`config.mk`:
```
export PLATFORM = sky130hd
export DESIGN_NAME = int_sequencer
export DESIGN_NICKNAME = d
export VERILOG_FILES = /design/src/rtl/int_sequencer_pkg.sv /design/src/rtl/int_sequencer_irq_sync.sv /design/src/rtl/int_sequencer.sv
export SDC_FILE = /design/constraint.sdc
export NUM_CORES = 1
export LEC_CHECK = 0
export BUFFER_PORTS_ARGS = -buffer_cell sky130_fd_sc_hd__buf_2
export CAP_MARGIN = 20
export CORE_UTILIZATION = 46
export DETAILED_ROUTE_END_ITERATION = 10
export PLACE_DENSITY = 0.76
export SLEW_MARGIN = 5
export SYNTH_ARGS = -nofsm -noshare
export SYNTH_HDL_FRONTEND = slang
export SYNTH_SLANG_ARGS = --single-unit
```
`constraint.sdc`:
```
create_clock -name clk -period 2.3 [get_ports clk]
set_clock_uncertainty 0.2 [all_clocks]
set_input_delay 0.46 -clock clk [delete_from_list [all_inputs] [get_ports clk]]
set_output_delay 0.46 -clock clk [all_outputs]
set_load 0.02 [all_outputs]
```
`src/rtl/int_sequencer_pkg.sv`:
```
// int_sequencer_pkg: major/minor state encodings, opcode constants and entry FSM type
package int_sequencer_pkg;
  localparam logic [3:0] ST_F0 = 4'd0, ST_F1 = 4'd1, ST_F2 = 4'd2, ST_F3 = 4'd3;
  localparam logic [3:0] ST_D0 = 4'd4, ST_D1 = 4'd5, ST_D2 = 4'd6, ST_D3 = 4'd7;
  localparam logic [3:0] ST_E0 = 4'd8, ST_E1 = 4'd9, ST_E2 = 4'd10, ST_E3 = 4'd11;
  localparam logic [3:0] ST_H0 = 4'd12, ST_H1 = 4'd13, ST_H2 = 4'd14, ST_H3 = 4'd15;
  localparam logic [2:0] OP_JMS = 3'o4;
  localparam logic [11:0] FORCED_INSTR = {OP_JMS, 9'o000};
  typedef enum logic [1:0] {IDLE = 2'd0, PENDING = 2'd1, ACTIVE = 2'd2} fsm_t;
  function automatic logic is_halt_state(input logic [3:0] s);
    return s[3:2] == 2'b11;
  endfunction
endpackage

```
`src/rtl/int_sequencer_irq_sync.sv`:
```
// irq_sync: multi-stage synchroniser on device request lines plus registered mask-OR
module irq_sync #(
  parameter int N_IRQ = 8,
  parameter int SYNC_STAGES = 2
) (
  input  logic             clk,
  input  logic             rst,
  input  logic [N_IRQ-1:0] irq_lines,
  input  logic [N_IRQ-1:0] irq_mask,
  output logic [N_IRQ-1:0] masked,
  output logic             irq
);
  logic [SYNC_STAGES-1:0][N_IRQ-1:0] stages;
  assign masked = stages[SYNC_STAGES-1] & irq_mask;
  always_ff @(posedge clk) begin
    if (rst) begin
      stages <= '0;
      irq <= 1'b0;
    end else begin
      stages <= {stages[SYNC_STAGES-2:0], irq_lines};
      irq <= |masked;
    end
  end
endmodule

```
`src/rtl/int_sequencer.sv`:
```
// int_sequencer: decides interrupt entry at instruction boundaries and frames the forced JMS cycle
module int_sequencer
  import int_sequencer_pkg::*;
#(
  parameter int N_IRQ = 8,
  parameter int SYNC_STAGES = 2
) (
  input  logic             clk,
  input  logic             reset,
  input  logic [3:0]       state,
  input  logic             clear,
  input  logic             run,
  input  logic             instr_done,
  input  logic [N_IRQ-1:0] irq_lines,
  input  logic [N_IRQ-1:0] irq_mask,
  input  logic             int_ena,
  input  logic             int_inh,
  output logic             irq,
  output logic             int_take,
  output logic             int_in_prog,
  output logic             force_jms,
  output logic             int_lost,
  output logic [N_IRQ-1:0] irq_src
);
  logic rst_any;
  logic [N_IRQ-1:0] sync_masked;
  fsm_t fsm;
  assign rst_any = reset | clear;
  irq_sync #(.N_IRQ(N_IRQ), .SYNC_STAGES(SYNC_STAGES)) u_irq_sync (
    .clk(clk),
    .rst(rst_any),
    .irq_lines(irq_lines),
    .irq_mask(irq_mask),
    .masked(sync_masked),
    .irq(irq)
  );
  assign int_take = ~rst_any && fsm == IDLE && instr_done && run && int_ena && ~int_inh && irq
                    && ~is_halt_state(state);
  // E0 is seen while still PENDING, so it is folded in to cover the whole E0..E3 window
  assign int_in_prog = ~rst_any && (fsm == ACTIVE || (fsm == PENDING && state == ST_E0));
  assign force_jms = int_in_prog;
  always_ff @(posedge clk) begin
    if (rst_any) begin
      fsm <= IDLE;
      int_lost <= 1'b0;
      irq_src <= '0;
    end else if (int_take) begin
      fsm <= PENDING;
      irq_src <= sync_masked;
    end else if (fsm == PENDING && state == ST_E0) begin
      fsm <= ACTIVE;
    end else if (fsm == PENDING && state == ST_F0) begin
      fsm <= IDLE;
      int_lost <= 1'b1;
    end else if (fsm == ACTIVE && state == ST_E3) begin
      fsm <= IDLE;
    end
  end
endmodule
```
---- Yosys cells after proc, flatten, opt, wreduce, memory -nomap -nowiden ----
Cells that the tools add are included.
word-level totals
  register bits after elaboration ......... 28
  latch bits .............................. 0
  memory bits (writable) .................. 0
  bits in read-only memories .............. 0
  input bits .............................. 27
  output and inout bits ................... 13
  word-level logic and storage cells ...... 42
  memories kept ........................... 0
cells by class
  $add $sub $neg .......................... 0
  multipliers ............................. 0
  divide/modulo/power cells ............... 0
  order comparisons ....................... 0
  eq/ne operators ......................... 5
  shift-type cells ........................ 0
  mux-type cells .......................... 4
  bitwise operators ....................... 7
  reduce and logical (&&, ||, !) cells .... 19
operators with widths
  cell                number
  $logic_and 1x1->1   11
  $and 8x8->8         1
  $eq 4x4->1 const B  2
  $reduce_or 8->1     1
  $mux 2              3
  $not 1->1           5
  $eq 2x2->1 const B  2
  $logic_not 4->1     1
  $reduce_bool 4->1   1
  $reduce_and 3->1    1
  $reduce_bool 3->1   1
  $eq 2x1->1 const B  1
  $logic_not 2->1     1
  $reduce_or 2->1     1
  $logic_or 1x1->1    1
  $mux 1              1
  $or 1x1->1          1

---- Longest topological paths before layout ----
Gate-level depths: netlist (run 1).
  word-level depth ........................ 11
  depth in mapped cells ................... 4
  gate-level depth less buffers ........... 4

---- Modules after synthesis ----
From an unflattened synthesis (run 1), not the netlist that was laid out.
unflattened totals
  cell total of the unflattened synthesis .. 104
  area, all modules ....................... 1036.0 µm²
modules (own cells, without submodules)
  module         times used  cells each  area each (µm²)  seq. area each (µm²)
  irq_sync       1           46          526.8            340.3
  int_sequencer  1           58          509.2            220.2

---- Worst setup path after synthesis (run 1) ----
Ideal clock, no wire load.
  kind .................................... input -> output
  start ................................... input port clear
  end ..................................... output port int_in_prog
  data arrival time ....................... 1.572 ns
  data required time ...................... 1.640 ns
  slack ................................... 0.068 ns
  cell stages on the path ................. 4
  buffers on the path ..................... 2
  path through ............................ or2_2 -> clkbuf_1 -> a21oi_1 -> buf_4
on the way
  cells in the longest elaborated chain, start to end .. 3
RTL lines
  item               RTL line             text
  from (decl)        int_sequencer.sv:11  input logic clear,
  $or 1x1->1         int_sequencer.sv:28  assign rst_any = reset | clear;
  $not 1->1          int_sequencer.sv:40  assign int_in_prog = ~rst_any && (fsm == ACTIVE || (fsm == PENDING && state == ST_E0));
  $logic_and 1x1->1  int_sequencer.sv:40
  to (decl)          int_sequencer.sv:20  output logic int_in_prog,
Every way passes these cells.

---- Worst setup path after layout (run 1) ----
  start ................................... input port state[2]
  end ..................................... output port force_jms
on the way
  cells in the longest elaborated chain, start to end .. 4
RTL lines
  item               RTL line             text
  from (decl)        int_sequencer.sv:10  input logic [3:0] state,
  $eq 4x4->1         int_sequencer.sv:40
  $logic_and 1x1->1  int_sequencer.sv:40
  $logic_or 1x1->1   int_sequencer.sv:40
  $logic_and 1x1->1  int_sequencer.sv:40
  to (decl)          int_sequencer.sv:21  output logic force_jms,
Every way passes these cells.

==> impl_metrics.py, run 1 <==
metrics = {
    "layout": {
        "multi_input_area_um2": 434,
        "drive_gt1_share_pct": 35.5,
        "synthToLayoutAreaGrowth_pct": 27.0,
        "nFillCells": 171,
        "n_antenna_cell": 0,
        "fin_nets": 166,
        "seq_area_um2": 561,
    },
    "clocking": {
        "cts.clk_slew.worst_paths_ns": 0.14,
        "cts.path.max_buffers": 2,
        "cts_tree": "done",
        "ctsResizeCount": 0,
        "root_buffer": "clkbuf_4",
        "clock-sinks": 28,
        "htreeDepth": 1,
        "cts_buffers": 3,
        "clk_latency_ns": 0.32,
        "cts_setup_buffers": 0,
        "cts-hold-fix-buffers": 0,
    },
    "setup_path": {
        "required_ns": 1.64,
        "path_buf_inv": 2,
        "cp_top_family": "simple AND/OR/NAND/NOR gates",
        "critPathSlowestCell": "nor3_1",
        "start_kind": "input port",
        "crit_path_frequent_cell": "buf_2",
        "crit_path_end_kind": "output pin",
        "worstPathArrival_ns": 1.47,
        "critical_path.cell_chain": "buf_2 > nor3_1 > nand4b_1 > a21oi_1 > buf_2",
        "crit_type": "in -> out",
        "critPathMaxFanout": 4,
        "slowest_delay_ns": 0.37,
    },
    "die": {
        "fp.dieH_um": 49.1,
        "coreArea_mm2": 0.00202,
        "pin_count": 40,
        "start_util_pct": 50.4,
        "die_width_um": 49.1,
        "die-area_mm2": 0.00241,
        "rows": 16,
    },
    "synth": {
        "synth_edf_count": 0,
        "synth-compound-area-share_pct": 17.4,
        "synth_top_family_by_area": "simple AND/OR/NAND/NOR gates",
        "netlist_area_mm2": 0.00102,
        "synth.distinct_cells": 26,
        "synth_seq_area_share_pct": 55.0,
        "yosys.area_share.simple_pct": 24.5,
        "synth.ff_latch_count": 28,
        "avgSynthCellArea_um2": 10.3,
        "synth_top_flop_cell": "dfxtp_1",
        "synth-xor-area-share_pct": 0,
        "synth.area.top_cells": "dfxtp_1, and2_1, o311ai_1, o31ai_1, nand2_1",
        "yosysTopAreaCell": "dfxtp_1",
        "synthArstFlopShare_pct": 0,
        "synthCells": 99,
        "synthMuxAreaShare_pct": 0,
        "synth_top_area_share_pct": 55.0,
        "synth_fa_ha_area_share_pct": 0,
        "yosys_warnings": 0,
        "yosysMostFrequentCell": "dfxtp_1",
        "synth.net_count": 126,
        "synthTopCellsByCount": "dfxtp_1, and2_1, nand2_1, o311ai_1, o31ai_1",
    },
    "sta": {
        "rsz0062_at_grt": "false",
        "slew_headroom_pct": 73.4,
        "tns_ns": 0,
        "fmax_ghz": 0.469,
        "setup_viol": 0,
        "worst_pin_slew_ns": 0.395,
        "hold_violations": 0,
        "period_share_pct": 92.7,
        "drv_slew": 0,
        "holdWs_ns": 0.122,
        "period_minus_slack_ns": 2.13,
    },
    "global_routing": {
        "overflow": 0,
        "grt_pass1_vias": 726,
        "antenna_found_initial": 0,
        "grt_max_degree": 27,
        "grt_usage_pct": 16.8,
        "grt_pass1_wl_um": 2990,
    },
    "drt": {
        "drt_iter0_markers": 34,
        "drt.antenna.violating_nets": 0,
        "vias": 852,
        "drtPass1Iterations": 4,
        "post-route-drc-count": 0,
        "viasPerCell": 5.16,
        "wirelength_um": 1950,
        "routedWlPerCell_um": 11.8,
    },
    "power": {
        "p_per_area_mw_per_mm2": 664,
        "p_leak_nw": 0.553,
        "vdd_drop_max_v": 0.000503,
        "finalPower_mw": 0.859,
    },
    "placement": {
        "place.gp.congestion": 0.832,
        "io_buffers": 39,
        "place_hpwl_um": 1410,
    },
    "run_status": {
        "outcome": "complete, no violations",
    },
    "min_path": {
        "hold_class": "in -> reg",
    },
    "job": {
        "maxCapViolCount": 0,
    },
}
[through the flow]
| step | util [%] | instance area (um^2) | cells | setup slack [ns] |
|---|---|---|---|---|
| after floorplan | - | 1020 | 99 | 0.0678 |
| after global placement | 61.1 | 1240 | 161 | 0.290 |
| after detailed placement | 61.1 | 1240 | 161 | 0.195 |
| after CTS | 63.7 | 1290 | 165 | 0.175 |
| after global routing | 64.0 | 1290 | 165 | 0.116 |
| final | 64.0 | 1290 | 165 | 0.169 |
[where the power goes]
group	switching [mW]	total, mW	internal [mW]	leakage [nW]
combinational	0.0266	0.0522	0.0256	0.298
sequential	0.00159	0.495	0.493	0.227
clock	0.136	0.312	0.176	0.0279
total	0.164	0.859	0.695	0.553
[final cells by class]
cell class | count | area share (%)
Sequential cell | 28 | 43.3
Multi-Input combinational cell | 64 | 33.5
Timing Repair Buffer | 41 | 16.2
Tap cell | 27 | 2.61
Clock inverter | 1 | 2.32
Clock buffer | 3 | 1.74
Inverter | 1 | 0.290
[registers in the layout, indices dropped and copies added, names as in the netlist]
name	count
fsm	2
int_lost	1
irq_src	8
u_irq_sync.irq	1
u_irq_sync.stages	16
[cell usage in the layout, fill, tap and decap left out]
cell | netlist | final
a211oi_1 | 1 | 1
and2_1 | 18 | 18
and4_1 | 1 | 1
nand2b_1 | 1 | 1
nor3_1 | 2 | 2
o21a_1 | 1 | 1
nand4b_1 | 2 | 2
clkbuf_4 | 0 | 3
and4bb_2 | 1 | 1
nand3b_1 | 1 | 1
o31ai_1 | 8 | 8
or4b_1 | 1 | 1
inv_1 | 1 | 1
and3_1 | 1 | 1
buf_4 | 1 | 2
nand2_1 | 8 | 8
a41oi_1 | 1 | 1
nor2_1 | 1 | 1
bufinv_16 | 0 | 1
o311ai_1 | 8 | 8
buf_2 | 1 | 39
nand3_1 | 2 | 2
a31o_2 | 1 | 1
or2_2 | 1 | 1
dfxtp_1 | 28 | 28
a21oi_1 | 3 | 3
nor4b_2 | 0 | 1
[final timing paths]
path | from | to | slack [ns] | cells after the start
setup / recovery | state[2] | force_jms | 0.17 | 5
hold / removal | irq_lines[5] | u_irq_sync.stages[5] | 0.12 | 2
setup reg to reg | fsm[1] | irq_src[7] | 0.43 | 3
hold reg to reg | u_irq_sync.stages[1] | u_irq_sync.stages[9] | 0.24 | 1
[metal layers]
layer  track usage, %  vias up  share of wire (%)
met5                0        -                  0
met4             10.3        0                2.5
met3             4.36        4                5.7
met2             29.5       27                 50
met1             17.8      379                 42
li1                 -      442                  -
[logic make-up (layout without fill, tap and decap cells)]
logic type / count (synthesis) / after routing
AOI/OAI and AO/OA: 23 / 23
buffers and inverters: 7 / 46
and+or+nand+nor: 41 / 41
DFF: 28 / 28
[worst register-to-register path, cell delays in order (launching register included)]
cell and delay, ns:
dfxtp_1 0.40, or4b_1 0.70, o311ai_1 0.34, o31ai_1 0.12
(Power assumes the default switching activity.)
==> run 2, diff against run 1 <==
Settings changed: GPL_TIMING_DRIVEN set to 0.
==> run 2 against run 1 <==
Effect of this change: final cell count grew 2.4%; sequential cell count is the same; maximum frequency shrank 1.3%; non-clock buffer count grew 4; hold slack lost 0.0018 ns; power grew 0.65%; global-route usage grew 1.1 points; critical endpoint is now int_in_prog; worst setup slack lost 0.028 ns.
==> impl_metrics.py, run 2 (same netlist as run 1, synthesis figures left out) <==
metrics = {
    "die": {
        "fp.dieH_um": 49.1,
        "coreArea_mm2": 0.00202,
        "pin_count": 40,
        "rows": 16,
        "start_util_pct": 50.4,
        "die-area_mm2": 0.00241,
        "die_width_um": 49.1,
    },
    "layout": {
        "n_antenna_cell": 0,
        "drive_gt1_share_pct": 35.2,
        "fin_nets": 170,
        "synthToLayoutAreaGrowth_pct": 28.5,
        "largest_reg_flops": 16,
        "layout_common_cells": "buf_2, dfxtp_1, and2_1",
        "top_regs": "u_irq_sync.stages x16, irq_src x8, fsm x2",
        "nFillCells": 180,
        "fin_cells": 169,
        "top_register": "u_irq_sync.stages",
        "final_common_cell": "buf_2",
        "multi_input_area_um2": 433,
        "seq_area_um2": 561,
    },
    "placement": {
        "place_hpwl_um": 1420,
        "io_buffers": 39,
        "place_inst": 165,
        "place.gp.congestion": 0.782,
    },
    "global_routing": {
        "grt_max_degree": 17,
        "grt_usage_pct": 17.9,
        "grt_use_met2_pct": 30.6,
        "antenna_found_initial": 0,
        "gr-max-usage-layer": "met2",
        "grt_pass1_wl_um": 3250,
        "gr-usage-met3_pct": 4.98,
        "grt_pass1_vias": 813,
        "use_met1_pct": 20.1,
        "overflow": 0,
    },
    "power": {
        "p_per_area_mw_per_mm2": 660,
        "p_leak_nw": 0.558,
        "vdd_drop_max_v": 0.000452,
    },
    "sta": {
        "tns_ns": 0,
        "fmax_ghz": 0.463,
        "period_minus_slack_ns": 2.16,
        "period_share_pct": 93.9,
        "setup_viol": 0,
        "holdWs_ns": 0.120,
        "drv_slew": 0,
        "hold_violations": 0,
        "worst_pin_slew_ns": 0.520,
        "slew_headroom_pct": 65.2,
        "rsz0062_at_grt": "false",
    },
    "setup_path": {
        "reg2reg_slack_ns": 0.47,
        "critical_path.cell_chain": "buf_2 > nor3_1 > nand4b_1 > a21oi_1 > buf_4 > buf_2",
        "r2r-end": "irq_src[2]",
        "path_buf_inv": 3,
        "critPathSlowestCell": "nor3_1",
        "start_kind": "input port",
        "crit_type": "in -> out",
        "worstPathArrival_ns": 1.50,
        "regToRegStartpoint": "fsm[1]",
        "critPathMaxFanout": 4,
        "r2r_cells": 4,
        "required_ns": 1.64,
        "crit_path_frequent_cell": "buf_2",
        "crit_path_end_kind": "output pin",
        "slowest_delay_ns": 0.34,
        "cp_top_family": "simple AND/OR/NAND/NOR gates",
    },
    "min_path": {
        "hold_class": "in -> reg",
        "holdCritStartpoint": "irq_lines[5]",
        "min_to": "u_irq_sync.stages[5]",
        "worstHoldPathCells": 2,
    },
    "clocking": {
        "clk_latency_ns": 0.33,
        "cts_tree": "done",
        "cts.path.max_buffers": 2,
        "root_buffer": "clkbuf_4",
        "cts.clk_slew.worst_paths_ns": 0.15,
        "cts_buffers": 3,
        "clock-sinks": 28,
        "htreeDepth": 1,
    },
    "job": {
        "maxCapViolCount": 0,
    },
    "drt": {
        "vias": 865,
        "drt_iter0_markers": 6,
        "routedWlPerCell_um": 11.3,
        "post-route-drc-count": 0,
        "wirelength_um": 1910,
        "drt.antenna.violating_nets": 0,
        "viasPerCell": 5.12,
        "drtPass1Iterations": 3,
    },
    "run_status": {
        "outcome": "complete, no violations",
    },
}
run 2: changes by cell type in the layout (fill, tap and decap cells not counted):
cell,delta
nor4b_1,+1
nand3_1,-1
nor4b_2,-1
buf_2,+1
nand3_2,+1
clkbuf_1,+3
run 2: timing repair:
| item | 4_1_cts | 5_1_grt |
|---|---|---|
| gates resized for setup | 1 | 0 |
| buffers inserted | 1 | 0 |
| endpoints found under the setup margin | 1 | 1 |
| hold buffers | 0 | 0 |
| pin swaps | 1 | 0 |
run 2: metal layers:
layer	vias up	routed length, um
met4	0	34
met2	23	933
met1	390	865
met5	-	0
met3	4	78
li1	448	-
run 2: through the flow:
step	utilization (%)	power [mW]	cell area [um^2]	setup WS (ns)
after floorplan	-	0.528	1020	0.0678
after global placement	61.8	0.557	1250	0.0693
after detailed placement	61.8	0.559	1250	0.0588
after CTS	65.0	0.868	1310	0.0567
after global routing	64.8	0.900	1310	0.0194
final	64.8	0.865	1310	0.141
run 2: worst max path at each step:
stage             start           to  cells past startpoint
2_1_floorplan     clear  int_in_prog                      4
3_3_place_gp      clear  int_in_prog                      6
3_5_place_dp      clear  int_in_prog                      6
4_1_cts           clear  int_in_prog                      6
5_1_grt          fsm[1]     int_take                      4
6_report       state[2]  int_in_prog                      6
run 2: power breakdown:
| group | total, mW | leakage [nW] | switching [mW] | internal [mW] |
|---|---|---|---|---|
| clock network | 0.317 | 0.0279 | 0.140 | 0.176 |
| registers | 0.495 | 0.227 | 0.00180 | 0.493 |
| logic | 0.0529 | 0.303 | 0.0273 | 0.0256 |
run 2: cell type report:
cell class / count / area share, %
clock buffers: 3 / 1.72
repair buffers: 40 / 15.5
well taps: 27 / 2.58
plain buffers: 5 / 1.81
clock inverters: 1 / 2.29
flip-flops and latches: 28 / 42.8
multi-input cells: 64 / 33.0
inverters: 1 / 0.287
